File: src/rtl/wb_stream_loader_pkg.sv
// Shared types and frame layout for the weight-buffer byte-stream loader.
package wb_stream_loader_pkg;

  localparam int unsigned W_BYTES     = 25;
  localparam int unsigned N_WEIGHTS   = 9;
  localparam int unsigned B_BYTES     = 3;
  localparam int unsigned N_ALPHA     = 3;
  localparam int unsigned FRAME_BYTES = 231;
  localparam int unsigned B_OFFSET    = N_WEIGHTS * W_BYTES;
  localparam int unsigned A_OFFSET    = B_OFFSET + B_BYTES;
  localparam int unsigned CNT_W       = 8;

  typedef enum logic [2:0] {
    ST_IDLE,
    ST_LOAD,
    ST_CHECK,
    ST_COMMIT,
    ST_DONE,
    ST_ERR
  } state_t;

  // Byte 0 is the most significant lane so it lands on index [0:7] of an ascending bus.
  typedef logic [0:W_BYTES-1][7:0] wvec_t;
  typedef logic [0:B_BYTES-1][7:0] bvec_t;

endpackage

File: src/rtl/wb_stream_loader_router.sv
// Decodes the frame byte counter into per-byte write enables for each segment.
module wb_byte_router
  import wb_stream_loader_pkg::*;
(
  input  logic [CNT_W-1:0]                    cnt,
  input  logic                                wr_en,
  output logic [N_WEIGHTS-1:0][W_BYTES-1:0]   w_we_c,
  output logic [B_BYTES-1:0]                  b_we_c,
  output logic [N_ALPHA-1:0]                  a_we_c
);

  always_comb begin
    w_we_c = '0;
    b_we_c = '0;
    a_we_c = '0;
    for (int i = 0; i < N_WEIGHTS; i++) begin
      for (int j = 0; j < W_BYTES; j++) begin
        w_we_c[i][j] = wr_en && (cnt == CNT_W'(i * W_BYTES + j));
      end
    end
    for (int k = 0; k < B_BYTES; k++) begin
      b_we_c[k] = wr_en && (cnt == CNT_W'(B_OFFSET + k));
    end
    for (int k = 0; k < N_ALPHA; k++) begin
      a_we_c[k] = wr_en && (cnt == CNT_W'(A_OFFSET + k));
    end
  end

endmodule

File: src/rtl/wb_stream_loader.sv
// Assembles a 231-byte stream into weight/bias/alpha buses and strobes wb_load.
// Define WB_LOADER_CHKSUM_EN to require a trailing XOR checksum byte per frame.
module wb_stream_loader
  import wb_stream_loader_pkg::*;
#(
  parameter int unsigned TIMEOUT_CYC = 1024
) (
  input  logic         clk,
  input  logic         rst_n,
  input  logic         start,
  input  logic [7:0]   s_data,
  input  logic         s_valid,
  output logic         s_ready,
  output logic         wb_load,
  output logic [0:199] w_211,
  output logic [0:199] w_212,
  output logic [0:199] w_213,
  output logic [0:199] w_221,
  output logic [0:199] w_222,
  output logic [0:199] w_223,
  output logic [0:199] w_231,
  output logic [0:199] w_232,
  output logic [0:199] w_233,
  output logic [0:23]  b_2,
  output logic [7:0]   alpha_1,
  output logic [7:0]   alpha_2,
  output logic [7:0]   alpha_3,
  output logic         busy,
  output logic         done,
  output logic         err
);

  localparam int unsigned IDLE_W = (TIMEOUT_CYC < 2) ? 1 : $clog2(TIMEOUT_CYC + 1);
  localparam logic [CNT_W-1:0] LAST_CNT = CNT_W'(FRAME_BYTES - 1);

  state_t               state_q, state_nxt;
  logic [CNT_W-1:0]     cnt_q, cnt_nxt;
  logic [IDLE_W-1:0]    idle_q, idle_nxt;
  logic                 s_ready_nxt, wb_load_nxt, busy_nxt, done_nxt, err_nxt;
  logic                 accept_c, timeout_c, wr_en_c, frame_start_c;

  logic [N_WEIGHTS-1:0][W_BYTES-1:0] w_we_c;
  logic [B_BYTES-1:0]                b_we_c;
  logic [N_ALPHA-1:0]                a_we_c;

  wvec_t       w_q [N_WEIGHTS];
  bvec_t       b_q;
  logic [7:0]  a_q [N_ALPHA];

  assign accept_c      = s_valid && s_ready;
  assign wr_en_c       = accept_c && (state_q == ST_LOAD);
  assign frame_start_c = start && ((state_q == ST_IDLE) || (state_q == ST_DONE) || (state_q == ST_ERR));
  assign timeout_c     = (TIMEOUT_CYC != 0) && !accept_c && (idle_q == IDLE_W'(TIMEOUT_CYC - 1));

`ifdef WB_LOADER_CHKSUM_EN
  logic [7:0] chk_q;

  // Running XOR of payload bytes, compared against the trailing checksum byte.
  always_ff @(posedge clk or negedge rst_n) begin
    if (!rst_n) begin
      chk_q <= '0;
    end else if (frame_start_c) begin
      chk_q <= '0;
    end else if (wr_en_c) begin
      chk_q <= chk_q ^ s_data;
    end
  end
`endif

  always_comb begin
    state_nxt   = state_q;
    cnt_nxt     = cnt_q;
    idle_nxt    = idle_q;
    s_ready_nxt = 1'b0;
    wb_load_nxt = 1'b0;
    busy_nxt    = 1'b0;
    done_nxt    = 1'b0;
    err_nxt     = 1'b0;
    case (state_q)
      ST_IDLE, ST_DONE, ST_ERR: begin
        if (frame_start_c) begin
          state_nxt = ST_LOAD;
          cnt_nxt   = '0;
          idle_nxt  = '0;
        end
      end
      ST_LOAD: begin
        if (accept_c) begin
          cnt_nxt  = cnt_q + 1'b1;
          idle_nxt = '0;
          if (cnt_q == LAST_CNT) begin
`ifdef WB_LOADER_CHKSUM_EN
            state_nxt = ST_CHECK;
`else
            state_nxt = ST_COMMIT;
`endif
          end
        end else begin
          idle_nxt = idle_q + 1'b1;
          if (timeout_c) state_nxt = ST_ERR;
        end
      end
      ST_CHECK: begin
`ifdef WB_LOADER_CHKSUM_EN
        if (accept_c) begin
          idle_nxt  = '0;
          state_nxt = (s_data == chk_q) ? ST_COMMIT : ST_ERR;
        end else begin
          idle_nxt = idle_q + 1'b1;
          if (timeout_c) state_nxt = ST_ERR;
        end
`else
        state_nxt = ST_IDLE;
`endif
      end
      ST_COMMIT: state_nxt = ST_DONE;
      default:   state_nxt = ST_IDLE;
    endcase
    // Status outputs are registered decodes of the next state.
    s_ready_nxt = (state_nxt == ST_LOAD) || (state_nxt == ST_CHECK);
    wb_load_nxt = (state_nxt == ST_COMMIT);
    busy_nxt    = s_ready_nxt || wb_load_nxt;
    done_nxt    = (state_nxt == ST_DONE);
    err_nxt     = (state_nxt == ST_ERR);
  end

  always_ff @(posedge clk or negedge rst_n) begin
    if (!rst_n) begin
      state_q <= ST_IDLE;
      cnt_q   <= '0;
      idle_q  <= '0;
      s_ready <= 1'b0;
      wb_load <= 1'b0;
      busy    <= 1'b0;
      done    <= 1'b0;
      err     <= 1'b0;
    end else begin
      state_q <= state_nxt;
      cnt_q   <= cnt_nxt;
      idle_q  <= idle_nxt;
      s_ready <= s_ready_nxt;
      wb_load <= wb_load_nxt;
      busy    <= busy_nxt;
      done    <= done_nxt;
      err     <= err_nxt;
    end
  end

  wb_byte_router u_router (
    .cnt    (cnt_q),
    .wr_en  (wr_en_c),
    .w_we_c (w_we_c),
    .b_we_c (b_we_c),
    .a_we_c (a_we_c)
  );

  // Byte storage updates live; untouched bytes keep the previous frame's value.
  always_ff @(posedge clk or negedge rst_n) begin
    if (!rst_n) begin
      for (int i = 0; i < N_WEIGHTS; i++) w_q[i] <= '0;
      b_q <= '0;
      for (int k = 0; k < N_ALPHA; k++) a_q[k] <= '0;
    end else begin
      for (int i = 0; i < N_WEIGHTS; i++) begin
        for (int j = 0; j < W_BYTES; j++) begin
          if (w_we_c[i][j]) w_q[i][j] <= s_data;
        end
      end
      for (int k = 0; k < B_BYTES; k++) begin
        if (b_we_c[k]) b_q[k] <= s_data;
      end
      for (int k = 0; k < N_ALPHA; k++) begin
        if (a_we_c[k]) a_q[k] <= s_data;
      end
    end
  end

  assign w_211   = w_q[0];
  assign w_212   = w_q[1];
  assign w_213   = w_q[2];
  assign w_221   = w_q[3];
  assign w_222   = w_q[4];
  assign w_223   = w_q[5];
  assign w_231   = w_q[6];
  assign w_232   = w_q[7];
  assign w_233   = w_q[8];
  assign b_2     = b_q;
  assign alpha_1 = a_q[0];
  assign alpha_2 = a_q[1];
  assign alpha_3 = a_q[2];

endmodule

File: config.mk
export PLATFORM = sky130hd
export DESIGN_NAME = wb_stream_loader
export DESIGN_NICKNAME = d
export VERILOG_FILES = /design/src/rtl/wb_stream_loader_pkg.sv /design/src/rtl/wb_stream_loader_router.sv /design/src/rtl/wb_stream_loader.sv
export SDC_FILE = /design/constraint.sdc
export NUM_CORES = 2
export LEC_CHECK = 0
export ABC_CLOCK_PERIOD_IN_PS = 2600
export CORE_AREA = 2 2 735 737
export DETAILED_ROUTE_END_ITERATION = 10
export DIE_AREA = 0 0 737 739
export PLACE_DENSITY = 0.41
export SKIP_CTS_REPAIR_TIMING = 1
export SYNTH_ARGS = -nofsm -noshare
export SYNTH_HDL_FRONTEND = slang
export SYNTH_HIERARCHICAL = 1
export SYNTH_SLANG_ARGS = --single-unit
File: constraint.sdc
create_clock -name clk -period 2.6 [get_ports clk]
set_input_delay 0.26 -clock clk [delete_from_list [all_inputs] [get_ports clk]]
set_output_delay 0.26 -clock clk [all_outputs]
set_load 0.02 [all_outputs]
==> out/metrics.cfg <==
[placement]
portBuffers = 1864
place_ws_ns = -0.862
gp_congestion = 0.777
hpwl_mm = 257
postPlaceCellArea_sq_um = 104000
place_inst = 13673

[sta]
slew_headroom = 0.396
slew_violations = 0
tightest_slew_ns = 0.907
hold_viol_final = 0
skew_ns = 0.0770
fmax_mhz = 357
rsz0062_at_grt = true
fin_hold_ws_ns = 0.0998
fin_crit_ns = 2.80
fin_crit_sh = 1.08
setup_ws_ns = -0.204
finalSetupViolCount = 459

[worst_setup_path]
cp-start-kind = flip-flop
worstPathRequired_ns = 3.35
slowest_delay_ns = 0.44
path_buf_inv = 2
worstSetupPathType = reg -> reg
cpMostUsedCell = or3b_4
critPathArrivalTime_ns = 3.55
crit_family = simple AND/OR/NAND/NOR gates
crit_path_max_fanout = 28
slowest_stage = or3b_4
crit_chain = or3b_4 > nor2_4 > or3b_4 > buf_12 > nor3_2 > buf_4 > mux2_2
endpoint_kind = flip-flop

[floorplan]
fp.dieW_um = 737
die-area_sq_um = 545000
ioPinCount = 1865
die_h_um = 739
rows = 269
coreArea_sq_um = 536000
initial_core_util = 0.135

[logic_synthesis]
synth_fp_nets = 4635
synth.area.top_cells = dfrtp_1, mux2_2, nor3_1
syn_inst = 4620
ys_types = 57
synth_enable_flop_cells = 0
yosysTopAreaCell = dfrtp_1
synth_area_sq_um = 72200
yosys_warnings = 6
synthFlopType = dfrtp_1
synth-seq-cells = 1875
synthTopCellsByCount = dfrtp_1, mux2_2, clkbuf_1
synth_top_area_frac = 0.650
yosysSeqAreaShare = 0.650
syn_area_per_cell_sq_um = 15.6
synth_async_sr_flop_share = 1.00
synth_most_common_cell = dfrtp_1

[clock_network]
path_clk_slew_ns = 0.06
cts-htree-levels = 4
cts_buffer_depth = 4
cts.sinks = 1875
cts_buffers = 232
cts_tree = built
clock_latency_ns = 0.92
clockRootBuffer = clkbuf_16

[route]
wirelength_mm = 359
drcViolationCount = 0
ant_nets = 0
wl_per_cell_um = 25.3
num_vias = 48487
vias_per_cell = 3.42
drt_iter0_drc = 2298
dr.pass1.iters = 6

[job]
cap_viol_max_count = 0

[final_layout]
nets = 6778
final_cell_count_no_fill = 14158
drive_above_1_share = 0.422
syn2layout_area_growth_pct = 56.6
postLayoutCellArea_sq_um = 113000

[pwr]
leakage_nw = 50.2
vdd_drop_max_v = 0.000620
p_per_area_nw_per_um2 = 850
report.power.total_mw = 96.0

[status]
outcome = finished with violations
violations = negative setup slack

[global_routing]
antenna_found_initial = 27
first_global_vias = 51937
grtUsageTotal = 0.126
grt_max_degree = 97
overflow = 0
grt_pass1_wl_mm = 480

[worst_hold_path]
hold_path_class = in -> reg

## per-stage QoR
| stage | TNS, ns | utilization |
|---|---|---|
| global route | -100.00 | 0.211 |
| detailed placement | -443.90 | 0.194 |
| finish | -27.96 | 0.211 |
| CTS | -87.54 | 0.208 |
| floorplan | 0 | - |
| global placement | -427.08 | 0.194 |
## flip-flops by register name, summed over array words and instances, names as in the netlist
| signal | flops |
|---|---|
| w_223 | 200 |
| w_231 | 200 |
| w_212 | 200 |
| alpha_2 | 8 |
| state_q | 3 |
| w_221 | 200 |
| busy | 1 |
| cnt_q | 8 |
| w_211 | 200 |
| err | 1 |
| b_2 | 24 |
| alpha_3 | 8 |
| s_ready | 1 |
| w_222 | 200 |
| done | 1 |
| wb_load | 1 |
| idle_q | 11 |
| alpha_1 | 8 |
| w_213 | 200 |
| w_232 | 200 |
| w_233 | 200 |
## cell type report
| type | instances | area (sq um) |
|---|---|---|
| Timing Repair Buffer | 2421 | 24900 |
| Clock inverter | 81 | 1110 |
| Clock buffer | 344 | 6810 |
| Tap cell | 7181 | 8980 |
| Sequential cell | 1875 | 46900 |
| Antenna cell | 23 | 57.6 |
| Fill cell | 57098 | 423000 |
| Multi-Input combinational cell | 2227 | 24200 |
| Inverter | 6 | 22.5 |
## cell usage in the layout (no fill, tap or decap), drive strengths merged, types with 2 or more instances in the layout
master,synthesis,layout
ha,3,3
clkinvlp,0,9
mux2,1849,1849
or3b,3,3
dfrtp,1875,1875
clkinv,0,44
nor2,11,11
dlymetal6s2s,0,2
diode,0,23
nand4,7,7
nor4,3,3
a21o,4,4
o21ai,13,13
or4b,7,7
or4,2,2
or2,3,3
clkbuf,276,347
nand3b,3,3
and3,2,2
clkdlybuf4s50,0,1849
nand2b,3,3
nor3,238,238
nand2,13,13
and2,2,2
a22o,3,3
bufinv,0,18
inv,6,16
or3,3,3
nand4bb,11,11
nor2b,4,4
a21oi,7,7
nand3,7,7
o31ai,2,2
xnor2,3,3
nand4b,8,8
dlygate4sd3,0,10
buf,236,557
## where the power goes
| group | internal [mW] | switching, mW | total, mW | leakage, nW |
|---|---|---|---|---|
| sequential | 33.4 | 2.48 | 35.8 | 25.8 |
| clock | 19.9 | 13.9 | 33.9 | 3.88 |
| combinational | 11.5 | 14.8 | 26.3 | 20.5 |
## kinds of logic after synthesis
family                   after synthesis  share of synthesized area
adder cells (fa/ha/maj)                3                   0.000520
buffers and inverters                518                     0.0286
flip-flops                          1875                      0.650
XOR/XNOR                               4                   0.000486
AND/OR/NAND/NOR                      336                     0.0287
AO/OA/AOI/OAI                         34                    0.00288
multiplexers                        1850                      0.289
## worst paths after layout
path,startpoint,endpoint,slack (ns),cells past startpoint
max,state_q[2],w_223[152],-0.20,7
min in group asynchronous,rst_n,w_221[67],0.62,3
min,s_data[2],w_213[133],0.1,2
max in group asynchronous,rst_n,w_222[51],0.87,5
max reg2reg,state_q[2],w_223[152],-0.20,7
min reg2reg,w_221[115],w_221[115],0.50,1
## per-layer routing
metal	vias up	GRT usage	wire length, um
met5	-	0	12
met4	2	0.0360	11700
met2	1730	0.212	171000
li1	20518	-	-
met3	413	0.0393	29500
met1	25824	0.153	146000
(Power assumes the default switching activity.)
